[src/rtl/lcd_spi_pkg.sv]
// Shared types and constants for the LCD SPI sequencer.
// Holds the FSM state encoding, the word/index widths and the default LCD init script.
package lcd_spi_pkg;

    localparam int unsigned WORD_W = 7;
    localparam int unsigned IDX_W  = 4;

    typedef enum logic [2:0] {
        PWRUP,
        LOAD,
        SEND,
        WAIT_DONE,
        GAP,
        IDLE
    } state_t;

    // Default LCD init script: function set, display on, clear, entry mode
    localparam logic [WORD_W-1:0] INIT_W0 = 7'h30;
    localparam logic [WORD_W-1:0] INIT_W1 = 7'h0C;
    localparam logic [WORD_W-1:0] INIT_W2 = 7'h01;
    localparam logic [WORD_W-1:0] INIT_W3 = 7'h06;

    function automatic int unsigned max3(input int unsigned a, input int unsigned b,
                                         input int unsigned c);
        int unsigned m;
        m = (a > b) ? a : b;
        return (m > c) ? m : c;
    endfunction

endpackage

[src/rtl/lcd_init_rom.sv]
// Combinational lookup of the LCD init script.
// Indices at or beyond INIT_LEN read back as 0x00.
module lcd_init_rom
    import lcd_spi_pkg::*;
#(
    parameter int unsigned INIT_LEN = 4
) (
    input  logic [IDX_W-1:0]  idx,
    output logic [WORD_W-1:0] word_c
);

    always_comb begin
        word_c = '0;
        if (32'(idx) < INIT_LEN) begin
            case (idx)
                4'd0:    word_c = INIT_W0;
                4'd1:    word_c = INIT_W1;
                4'd2:    word_c = INIT_W2;
                4'd3:    word_c = INIT_W3;
                default: word_c = '0;
            endcase
        end
    end

endmodule

[src/rtl/lcd_spi_sequencer.sv]
// Sequences spi_master: power-up delay, fixed init script, then user words via valid/ready.
// Owns spi_master's data_in/send and enforces a minimum gap after each transfer.
module lcd_spi_sequencer
    import lcd_spi_pkg::*;
#(
    parameter int unsigned POWERUP_CYCLES = 64,
    parameter int unsigned GAP_CYCLES     = 8,
    parameter int unsigned TIMEOUT_CYCLES = 256,
    parameter int unsigned INIT_LEN       = 4
) (
    input  logic              clk,
    input  logic              rst,
    input  logic [WORD_W-1:0] wr_data,
    input  logic              wr_valid,
    output logic              wr_ready,
    output logic              init_done,
    output logic              busy,
    output logic              err_timeout,
    output logic [WORD_W-1:0] spi_data,
    output logic              spi_send,
    input  logic              spi_done
);

    localparam int unsigned CNT_MAX = max3(POWERUP_CYCLES, TIMEOUT_CYCLES, GAP_CYCLES);
    localparam int unsigned CNT_W   = $clog2(CNT_MAX + 1);

    localparam logic [CNT_W-1:0] PWRUP_LAST   = CNT_W'(POWERUP_CYCLES - 1);
    localparam logic [CNT_W-1:0] TIMEOUT_LAST = CNT_W'(TIMEOUT_CYCLES - 1);
    // A zero gap still spends one cycle in GAP
    localparam logic [CNT_W-1:0] GAP_LAST     = CNT_W'((GAP_CYCLES == 0) ? 0 : GAP_CYCLES - 1);
    localparam logic [CNT_W-1:0] CNT_SAT      = {CNT_W{1'b1}};
    localparam logic [IDX_W-1:0] IDX_LAST     = IDX_W'(INIT_LEN - 1);

    state_t            state;
    logic [CNT_W-1:0]  cnt;
    logic [CNT_W-1:0]  cnt_inc;
    logic [IDX_W-1:0]  idx;
    logic              done_q;
    logic              completion;
    logic [WORD_W-1:0] rom_word;

    lcd_init_rom #(
        .INIT_LEN (INIT_LEN)
    ) u_init_rom (
        .idx    (idx),
        .word_c (rom_word)
    );

    assign cnt_inc    = (cnt == CNT_SAT) ? cnt : cnt + CNT_W'(1);
    assign completion = spi_done & ~done_q;
    assign wr_ready   = (state == IDLE);

    // Main sequencing FSM with registered outputs
    always_ff @(posedge clk) begin
        if (rst) begin
            state       <= PWRUP;
            cnt         <= '0;
            idx         <= '0;
            done_q      <= 1'b0;
            spi_data    <= '0;
            spi_send    <= 1'b0;
            busy        <= 1'b0;
            init_done   <= 1'b0;
            err_timeout <= 1'b0;
        end else begin
            done_q   <= spi_done;
            spi_send <= 1'b0;
            case (state)
                PWRUP: begin
                    if (cnt >= PWRUP_LAST) begin
                        state <= LOAD;
                        cnt   <= '0;
                        idx   <= '0;
                    end else begin
                        cnt <= cnt_inc;
                    end
                end
                LOAD: begin
                    spi_data <= rom_word;
                    spi_send <= 1'b1;
                    busy     <= 1'b1;
                    state    <= SEND;
                end
                SEND: begin
                    state <= WAIT_DONE;
                    cnt   <= '0;
                end
                WAIT_DONE: begin
                    if (completion) begin
                        state <= GAP;
                        cnt   <= '0;
                    end else if (cnt >= TIMEOUT_LAST) begin
                        // Abandon the word; no retry
                        err_timeout <= 1'b1;
                        state       <= GAP;
                        cnt         <= '0;
                    end else begin
                        cnt <= cnt_inc;
                    end
                end
                GAP: begin
                    if (cnt >= GAP_LAST) begin
                        cnt  <= '0;
                        busy <= 1'b0;
                        if (init_done) begin
                            state <= IDLE;
                        end else if (idx < IDX_LAST) begin
                            idx   <= idx + IDX_W'(1);
                            state <= LOAD;
                        end else begin
                            init_done <= 1'b1;
                            state     <= IDLE;
                        end
                    end else begin
                        cnt <= cnt_inc;
                    end
                end
                IDLE: begin
                    if (wr_valid) begin
                        spi_data <= wr_data;
                        spi_send <= 1'b1;
                        busy     <= 1'b1;
                        state    <= SEND;
                    end
                end
                default: state <= PWRUP;
            endcase
        end
    end

endmodule

[config.mk]
export PLATFORM = sky130hd
export DESIGN_NAME = lcd_spi_sequencer
export DESIGN_NICKNAME = d
export VERILOG_FILES = /design/src/rtl/lcd_spi_pkg.sv /design/src/rtl/lcd_init_rom.sv /design/src/rtl/lcd_spi_sequencer.sv
export SDC_FILE = /design/constraint.sdc
export NUM_CORES = 1
export LEC_CHECK = 0
export ABC_CLOCK_PERIOD_IN_PS = 4400
export BUFFER_PORTS_ARGS = -buffer_cell sky130_fd_sc_hd__buf_2
export CORE_MARGIN = 1
export CORE_UTILIZATION = 44
export CTS_CLUSTER_SIZE = 20
export DETAILED_ROUTE_END_ITERATION = 10
export PLACE_DENSITY = 0.76
export SLEW_MARGIN = 10
export SYNTH_ARGS = -nofsm -noshare
export SYNTH_HDL_FRONTEND = slang
export SYNTH_HIERARCHICAL = 1
export SYNTH_SLANG_ARGS = --single-unit
export TNS_END_PERCENT = 20
[constraint.sdc]
create_clock -name clk -period 4.4 [get_ports clk]
set_input_delay 0 -clock clk [delete_from_list [all_inputs] [get_ports clk]]
set_output_delay 0 -clock clk [all_outputs]
set_load 0.05 [all_outputs]
# ---- Word level (Yosys, flattened, before mapping)
# Cells that the tools add are included.
dict set report totals {
  ff_bits 28
  elab_cells 76
  inputBits 11
  out_inout_bits 12
}
dict set report classes {
  n_mux 30
  bitwise_logic 3
  n_reduce_logical 12
  order_cmp 5
  addsub 2
  eq_ne 15
}
# cell count
set op_table {}
lappend op_table {{$mux 9} 5}
lappend op_table {{$pmux 9 s4} 1}
lappend op_table {{$pmux 6 s4} 1}
lappend op_table {{$mux 3} 7}
lappend op_table {{$pmux 3 s6} 1}
lappend op_table {{$mux 4} 4}
lappend op_table {{$mux 7} 2}
lappend op_table {{$pmux 7 s2} 1}
lappend op_table {{$ne 2x2->1 const B} 5}
lappend op_table {{$add 9x1->9 const B} 1}
lappend op_table {{$eq 9x9->1 const B} 1}
lappend op_table {{$ge 9x3->1 const B} 1}
lappend op_table {{$ge 9x6->1 const B} 1}
lappend op_table {{$ge 9x8->1 const B} 1}
lappend op_table {{$eq 4x2->1 const B} 2}
lappend op_table {{$pmux 4 s2} 1}
lappend op_table {{$eq 3x2->1 const B} 2}
lappend op_table {{$eq 3x3->1 const B} 2}
lappend op_table {{$reduce_and 3->1} 2}
lappend op_table {{$mux 1} 5}
lappend op_table {{$reduce_and 5->1} 1}
lappend op_table {{$add 4x1->4 const B} 1}
lappend op_table {{$eq 4x1->1 const B} 1}
lappend op_table {{$logic_not 4->1} 1}
lappend op_table {{other kinds (14)} 17}

# ---- Longest topological paths before layout
# Gate-level depths: netlist of run 1.
dict set report depth {
  ltp_word 5
  mapped_depth 7
  ltp_nobuf 6
}

# ---- Modules after synthesis
# Netlist of run 1, hierarchy kept.
# mod cells_each area_per_inst_um2 n_inst seq_area_each_um2
set by_module_without_submodules {}
lappend by_module_without_submodules {lcd_spi_sequencer 179 1507.7 1 560.5}
lappend by_module_without_submodules {lcd_init_rom 8 62.6 1 0.0}

# ---- Least setup slack after synthesis of run 1
# Ideal clock, no wire load.
dict set report synth_timing {
  path_kind {register -> register}
  from {register cnt[0]}
  to {register idx[3]}
  required_ns 4.285
  setup_time_ns 0.115
  synth_period_minus_slack_ns 1.595
  path_slack_ns 2.805
  path_buffers 0
  stages_incl_launch_ff 7
  t_arrival_ns 1.481
  cell_sequence {dfxtp_1 > ha_1 > a21o_1 > a211o_4 > a21boi_2 > nor3_1 > o21a_1}
}
dict set report synth_via {
  elab_chain_len 3
  word_cells_on_any_way 5
  cone_classes {order compare: 2; eq/ne: 2; reduce/logical: 1}
}
# item line_no
set synth_lines {}
lappend synth_lines {{from (decl)} lcd_spi_sequencer.sv:35} ;# logic [CNT_W-1:0] cnt;
lappend synth_lines {{from (signal assigned)} lcd_spi_sequencer.sv:75} ;# cnt <= cnt_inc;
lappend synth_lines {{from (signal assigned)} lcd_spi_sequencer.sv:98} ;# cnt <= cnt_inc;
lappend synth_lines {{from (signal assigned)} lcd_spi_sequencer.sv:115} ;# cnt <= cnt_inc;
lappend synth_lines {{$ge 9x6->1 / $ge 9x3->1 (equally long branches)} {lcd_spi_sequencer.sv:70, lcd_spi_sequencer.sv:102}}
lappend synth_lines {{$ne 2x2->1 (no line)} -}
lappend synth_lines {{$reduce_and 5->1 (no line) (*)} -}
lappend synth_lines {{to (signal assigned)} lcd_spi_sequencer.sv:108} ;# idx <= idx + IDX_W'(1);
lappend synth_lines {{to (decl)} lcd_spi_sequencer.sv:37} ;# logic [IDX_W-1:0] idx;
# Mark *: on every way between the ends. The rest lies on a longest branch, timed or not.
# A chain may end at the register's enable or synchronous reset.

# ---- Final worst setup path of run 1
dict set report layout_timing {
  from {register state[2]}
  to {register cnt[4]}
}
dict set report layout_via {
  elab_chain_len 2
  word_cells_on_any_way 6
  cone_classes {eq/ne: 3; mux: 1; reduce/logical: 2}
}
# item line_no
set layout_lines {}
lappend layout_lines {{from (decl)} lcd_spi_sequencer.sv:34} ;# state_t state;
lappend layout_lines {{from (signal assigned)} lcd_spi_sequencer.sv:56} ;# state <= PWRUP;
lappend layout_lines {{from (signal assigned)} lcd_spi_sequencer.sv:71} ;# state <= LOAD;
lappend layout_lines {{from (signal assigned)} lcd_spi_sequencer.sv:82} ;# state <= SEND;
lappend layout_lines {{$eq 3x3->1 (tied with other cells)} lcd_spi_sequencer.sv:68} ;# case (state)
lappend layout_lines {{$pmux 9 s4 / $reduce_bool 4->1 (equally long branches)} -}
# Several ways; a longest one is shown, not always the timed one.

==> impl_metrics.tcl, run 1 <==
set metrics [dict create \
    grt_usage_pct 19.5 \
    htree_levels 1 \
    cts-resized-gates 0 \
    path_clk_slew_ps 150 \
    ys_ff_latch 28 \
    rsz0062_at_grt "no" \
    final_cell_mix "dfxtp_1 (28), buf_2 (22), a21oi_1 (21)" \
    rows 21 \
    vias 1381 \
    port_buffers 22 \
    crit_path_cell_trace "mux2i_1 -> and2_1 -> nand3_1 -> mux2_2 -> o211a_1" \
    grt_pass1_wl_um 5460 \
    place_congestion 0.831 \
    hold_viol 0 \
    clockPowerShare_pct 31.2 \
    antenna_cells 0 \
    pre_cts_ws_ps 2260 \
    ant_nets 0 \
    pwr-share-comb_pct 5.8 \
    grt_pass1_vias 1215 \
    status "finished, final reports clean" \
    crit_type "register to register" \
    wl_per_cell_um 13.1 \
    place_hpwl_um 2290 \
    switchingPower_w 0.0000945 \
    synth_cell_type_count 53 \
    crit_slowest_cell "dfxtp_1" \
    clk_latency_ps 340 \
    p_leak_nw 0.656 \
    setup_viol 0 \
    drt_iter0_drc 33 \
    layout-drive-gt1-share_pct 18.3 \
    cts_sinks 28 \
    antenna_found_initial 0 \
    viasPerCell 5.57 \
    worst-path-buf-inv 0 \
    die_w_um 61.7 \
    first_pass_iters 4 \
    ys_warn_count 6 \
    rrSetupSlack_ps 2200 \
    cp_max_fo 28 \
    drv_slew 0 \
    ys_seq_area_share_pct 35.7 \
    maxCapViolCount 0 \
    start_util_pct 46.3 \
    grt_max_degree 29 \
    design_area_um2 1720 \
    place_area_um2 1660 \
    numCtsBuffers 3 \
    clockBufferDepth 2 \
    pwr-share-seq_pct 63.0 \
    grt_overflow 0 \
    p_per_area_nw_per_um2 240 \
    fp.coreArea_um2 3390 \
    endpoint_kind "register" \
    wl_um 3240 \
    final.period_utilization_pct 50.0 \
    max_slew_margin_pct 43.2 \
    max_stage_delay_ps 910 \
    avgSynthCellArea_um2 8.40 \
    final_common_cell "dfxtp_1" \
    fin_skew_ps 7.13 \
    cts_tree "yes" \
    crit_family "flip-flops" \
    layout_min_cycle_time_ps 2200 \
    fmax_ghz 0.454 \
    synth_ff_type "dfxtp_1" \
    synthToLayoutAreaGrowth_pct 9.48 \
    tightestPinTransition_ps 851 \
    drcViolationCount 0 \
    cp-start-kind "register" \
    die_y_um 61.7 \
    die_area_um2 3810 \
    setup-tns-final_ps 0 \
    fin_ws_ps 2200 \
    layout.nets 216 \
    critPathRequiredTime_ps 4650 \
    syn_inst 187 \
    p_int_w 0.000318 \
    sw_frac_of_total_pct 22.9 \
    cp.arrival_ps 2450 \
    async_flop_share_pct 0 \
    syn_nets 200 \
    synth_edf_count 0 \
    n_fill_cell 301 \
    vdd_drop_max_mv 0.110 \
    syn_area_um2 1570 \
    ctsRootBufferMaster "clkbuf_4" \
    hold_path_class "input port to register" \
    pin_count 23 \
]
[power by group through the flow]
stage / clock [W] / sequential (W) / combinational (W)
CTS: 0.000133 / 0.000260 / 0.0000240
finish: 0.000129 / 0.000260 / 0.0000241
global placement: 0 / 0.000265 / 0.0000223
floorplan: 0 / 0.000264 / 0.0000174
global route: 0.000145 / 0.000261 / 0.0000272
detailed placement: 0 / 0.000265 / 0.0000226
[final timing paths]
kind,from,depth (start not counted),to
setup / recovery,state[2]$_SDFFE_PP0P_,5,cnt[4]$_SDFFE_PP0P_
hold / removal,rst,2,err_timeout$_SDFFE_PP0P_
setup reg to reg,state[2]$_SDFFE_PP0P_,5,cnt[4]$_SDFFE_PP0P_
hold reg to reg,err_timeout$_SDFFE_PP0P_,2,err_timeout$_SDFFE_PP0P_
[per-layer routing]
layer | routed length, um | part of all wire [%] | track usage (%)
met1 | 1610 | 50 | 27.2
met2 | 1430 | 44 | 30.1
met3 | 146 | 4.5 | 3.31
met4 | 60 | 1.8 | 7.62
met5 | 0 | 0 | 0
[stage by stage]
step,std cells,hold slack (ps),utilization (%),power (W)
5_1_grt,248,10.1,50.7,0.000433
3_3_place_gp,242,240,49.1,0.000287
3_5_place_dp,242,247,49.1,0.000288
6_report,248,9.08,50.7,0.000413
4_1_cts,248,0.594,50.7,0.000417
2_1_floorplan,187,71.6,-,0.000281
[synthesized netlist by cell type (2+ instances only)]
cell / instances / area share [%]
nand3_1: 3 / 0.96
a21o_1: 2 / 0.96
dfxtp_1: 28 / 36
or3_1: 2 / 0.80
mux2i_1: 2 / 1.3
buf_4: 2 / 0.96
nor2_1: 11 / 2.6
a31oi_1: 2 / 0.80
buf_6: 2 / 1.4
ha_1: 2 / 1.6
nor3_1: 7 / 2.2
nor4_1: 2 / 0.80
o211ai_1: 2 / 0.96
inv_1: 5 / 1.2
buf_2: 3 / 0.96
and2_1: 7 / 2.8
nand3b_1: 8 / 3.8
and3_1: 3 / 1.2
nand2_1: 11 / 2.6
nand4_1: 2 / 0.80
nor4b_1: 2 / 1.1
a21oi_1: 21 / 6.7
nor2b_1: 6 / 2.4
o21ai_0: 18 / 5.7
clkbuf_1: 6 / 1.4
[state kept, by name, summed over array words and instances (netlist names)]
name and flops:
cnt 9, state 3, done_q 1, idx 4, err_timeout 1, spi_data 7, spi_send 1, init_done 1
busy 1
[layout make-up]
class	count	area [um2]	area share, %
repair buffers	24	130	7.57
clock buffers	4	36.3	2.11
flip-flops and latches	28	561	32.6
inverters	5	18.8	1.09
multi-input cells	141	916	53.3
well taps	46	57.6	3.35
[cells by family after synthesis]
group | after synthesis | synth area share [%]
compound gates | 64 | 28.3
other cells | 1 | 0.239
simple gates | 70 | 25.7
flops | 28 | 35.7
fa+ha+maj | 2 | 1.59
mux | 3 | 1.99
xor+xnor | 1 | 0.558
buf+inv | 18 | 5.98
[what timing repair did]
item | 4_1_cts | 5_1_grt
hold buffers | 2 | 0
hold endpoints to repair | 2 | 0
setup buffers | 0 | 0
(Power assumes the default switching activity.)
==> run 2, diff against run 1 <==
--- a/config.mk
+++ b/config.mk
@@ -5,13 +5,13 @@
 export SDC_FILE = /design/constraint.sdc
 export NUM_CORES = 1
 export LEC_CHECK = 0
-export ABC_CLOCK_PERIOD_IN_PS = 4400
+export ABC_CLOCK_PERIOD_IN_PS = 1820
 export BUFFER_PORTS_ARGS = -buffer_cell sky130_fd_sc_hd__buf_2
 export CORE_MARGIN = 1
 export CORE_UTILIZATION = 44
 export CTS_CLUSTER_SIZE = 20
 export DETAILED_ROUTE_END_ITERATION = 10
-export PLACE_DENSITY = 0.76
+export PLACE_DENSITY = 0.79
 export SLEW_MARGIN = 10
 export SYNTH_ARGS = -nofsm -noshare
 export SYNTH_HDL_FRONTEND = slang
==> constraint.sdc (replaced) <==
create_clock -name clk -period 1.82 [get_ports clk]
set_input_delay 0 -clock clk [delete_from_list [all_inputs] [get_ports clk]]
set_output_delay 0 -clock clk [all_outputs]
set_load 0.05 [all_outputs]
==> impl_metrics.tcl, run 2 (synthesis results as in run 1) <==
set metrics [dict create \
    hold_path_class "input port to register" \
    hold_viol 0 \
    start_util_pct 46.3 \
    n_fill_cell 296 \
    fp.coreArea_um2 3390 \
    layout-drive-gt1-share_pct 24.3 \
    numCtsBuffers 3 \
    p_per_area_nw_per_um2 596 \
    fin_ws_ps 44.0 \
    clockBufferDepth 2 \
    p_leak_nw 0.727 \
    critPathRequiredTime_ps 2070 \
    antenna_found_initial 0 \
    crit_path_cell_trace "ha_1 -> a21o_4 -> a211o_4 -> a2bb2oi_4 -> o21ai_2 -> a311oi_2" \
    place_area_um2 1750 \
    pin_count 23 \
    setup_viol 0 \
    die_w_um 61.7 \
    holdPathStages 2 \
    cp_max_fo 7 \
    layout_min_cycle_time_ps 1780 \
    synthToLayoutAreaGrowth_pct 18.2 \
    grt_overflow 0 \
    r2r_start "cnt[0]$_SDFFE_PP0P_" \
    endpoint_kind "register" \
    cp-start-kind "register" \
    max_stage_delay_ps 390 \
    fin_skew_ps 9.96 \
    seqCellArea_um2 561 \
    ctsRootBufferMaster "clkbuf_4" \
    place_hpwl_um 2380 \
    cts_sinks 28 \
    place_congestion 0.834 \
    design_area_um2 1860 \
    ff2ff_path_depth 6 \
    path_clk_slew_ps 160 \
    first_pass_iters 5 \
    maxCapViolCount 0 \
    rrSetupSlack_ps 40 \
    biggestRegsByFlops "cnt: 9 flops, spi_data: 7 flops, idx: 4 flops" \
    htree_levels 1 \
    drcViolationCount 0 \
    startpoint "cnt[0]$_SDFFE_PP0P_" \
    ant_nets 0 \
    die_y_um 61.7 \
    grt_pass1_wl_um 5750 \
    cp.arrival_ps 2030 \
    vdd_drop_max_mv 0.348 \
    grt_max_degree 22 \
    multiInputGateArea_um2 946 \
    drv_slew 0 \
    fmax_ghz 0.563 \
    final.period_utilization_pct 97.6 \
    final_cell_mix "dfxtp_1 (28), buf_2 (22), a21oi_1 (21)" \
    fin_util_pct 54.7 \
    top_register "cnt" \
    status "finished, final reports clean" \
    rows 21 \
    grt_usage_pct 20.2 \
    crit_type "register to register" \
    antenna_cells 0 \
    total_power_w 0.00111 \
    cts_setup_buffers 0 \
    pre_cts_ws_ps 42.5 \
    final_common_cell "dfxtp_1" \
    drt_iter0_drc 168 \
    cts_tree "yes" \
    wl_per_cell_um 13.8 \
    setup-tns-final_ps 0 \
    viasPerCell 5.62 \
    largest_reg_flops 9 \
    vias 1461 \
    r2r-end "cnt[6]$_SDFFE_PP0P_" \
    clk_latency_ps 330 \
    die_area_um2 3810 \
    worstHoldStart "rst" \
    crit_slowest_cell "a211o_4" \
    grt_pass1_vias 1255 \
    holdPathEnd "busy$_SDFFE_PP0P_" \
    port_buffers 22 \
    wl_um 3580 \
    layout.nets 228 \
]
run 2: worst max path at each step:
stage	end	slack, ps	depth (start not counted)
finish	cnt[6]$_SDFFE_PP0P_	40	6
global route	cnt[1]$_SDFFE_PP0P_	-20	6
CTS	cnt[1]$_SDFFE_PP0P_	30	6
detailed placement	cnt[1]$_SDFFE_PP0P_	40	6
global placement	cnt[1]$_SDFFE_PP0P_	100	6
floorplan	idx[3]$_SDFFE_PP0P_	220	6
run 2: area by class of cell:
cell class / instances / share of cell area (%)
Clock buffer: 3 / 1.21
Tap cell: 46 / 3.10
Multi-Input combinational cell: 141 / 51.0
Clock inverter: 1 / 1.62
Sequential cell: 28 / 30.2
Inverter: 5 / 1.01
Timing Repair Buffer: 36 / 11.9
run 2: timing repair:
item                       4_1_cts  5_1_grt
setup endpoints to repair        3       11
hold endpoints to repair         2        0
gates resized for setup          1        4
hold buffers                     2        0
run 2: critical path, delay by kind of cell (launching register included):
kind | cells | cell delay [ps]
AOI/OAI and AO/OA | 5 | 1080
adders and majority gates | 1 | 250
DFF | 1 | 380
run 2: through the flow:
| step | cells | hold slack [ps] |
|---|---|---|
| 2_1_floorplan | 187 | 71.6 |
| 3_3_place_gp | 254 | 231 |
| 3_5_place_dp | 254 | 255 |
| 4_1_cts | 260 | 2.12 |
| 5_1_grt | 260 | 12.4 |
| 6_report | 260 | 22.2 |
run 2: routing by layer:
metal | track usage, % | wire [um] | share of wire (%) | vias up
met2 | 31.0 | 1620 | 45 | 49
met1 | 29.3 | 1760 | 49 | 672
met4 | 6.67 | 41 | 1.1 | 0
met3 | 2.69 | 169 | 4.7 | 4
met5 | 0 | 0 | 0 | -
li1 | - | - | - | 736
run 2: power breakdown:
part / internal [W] / total, W / switching (W)
combinational: 0.0000312 / 0.0000680 / 0.0000368
clock: 0.000223 / 0.000410 / 0.000188
sequential: 0.000620 / 0.000628 / 0.00000720
total: 0.000874 / 0.00111 / 0.000232
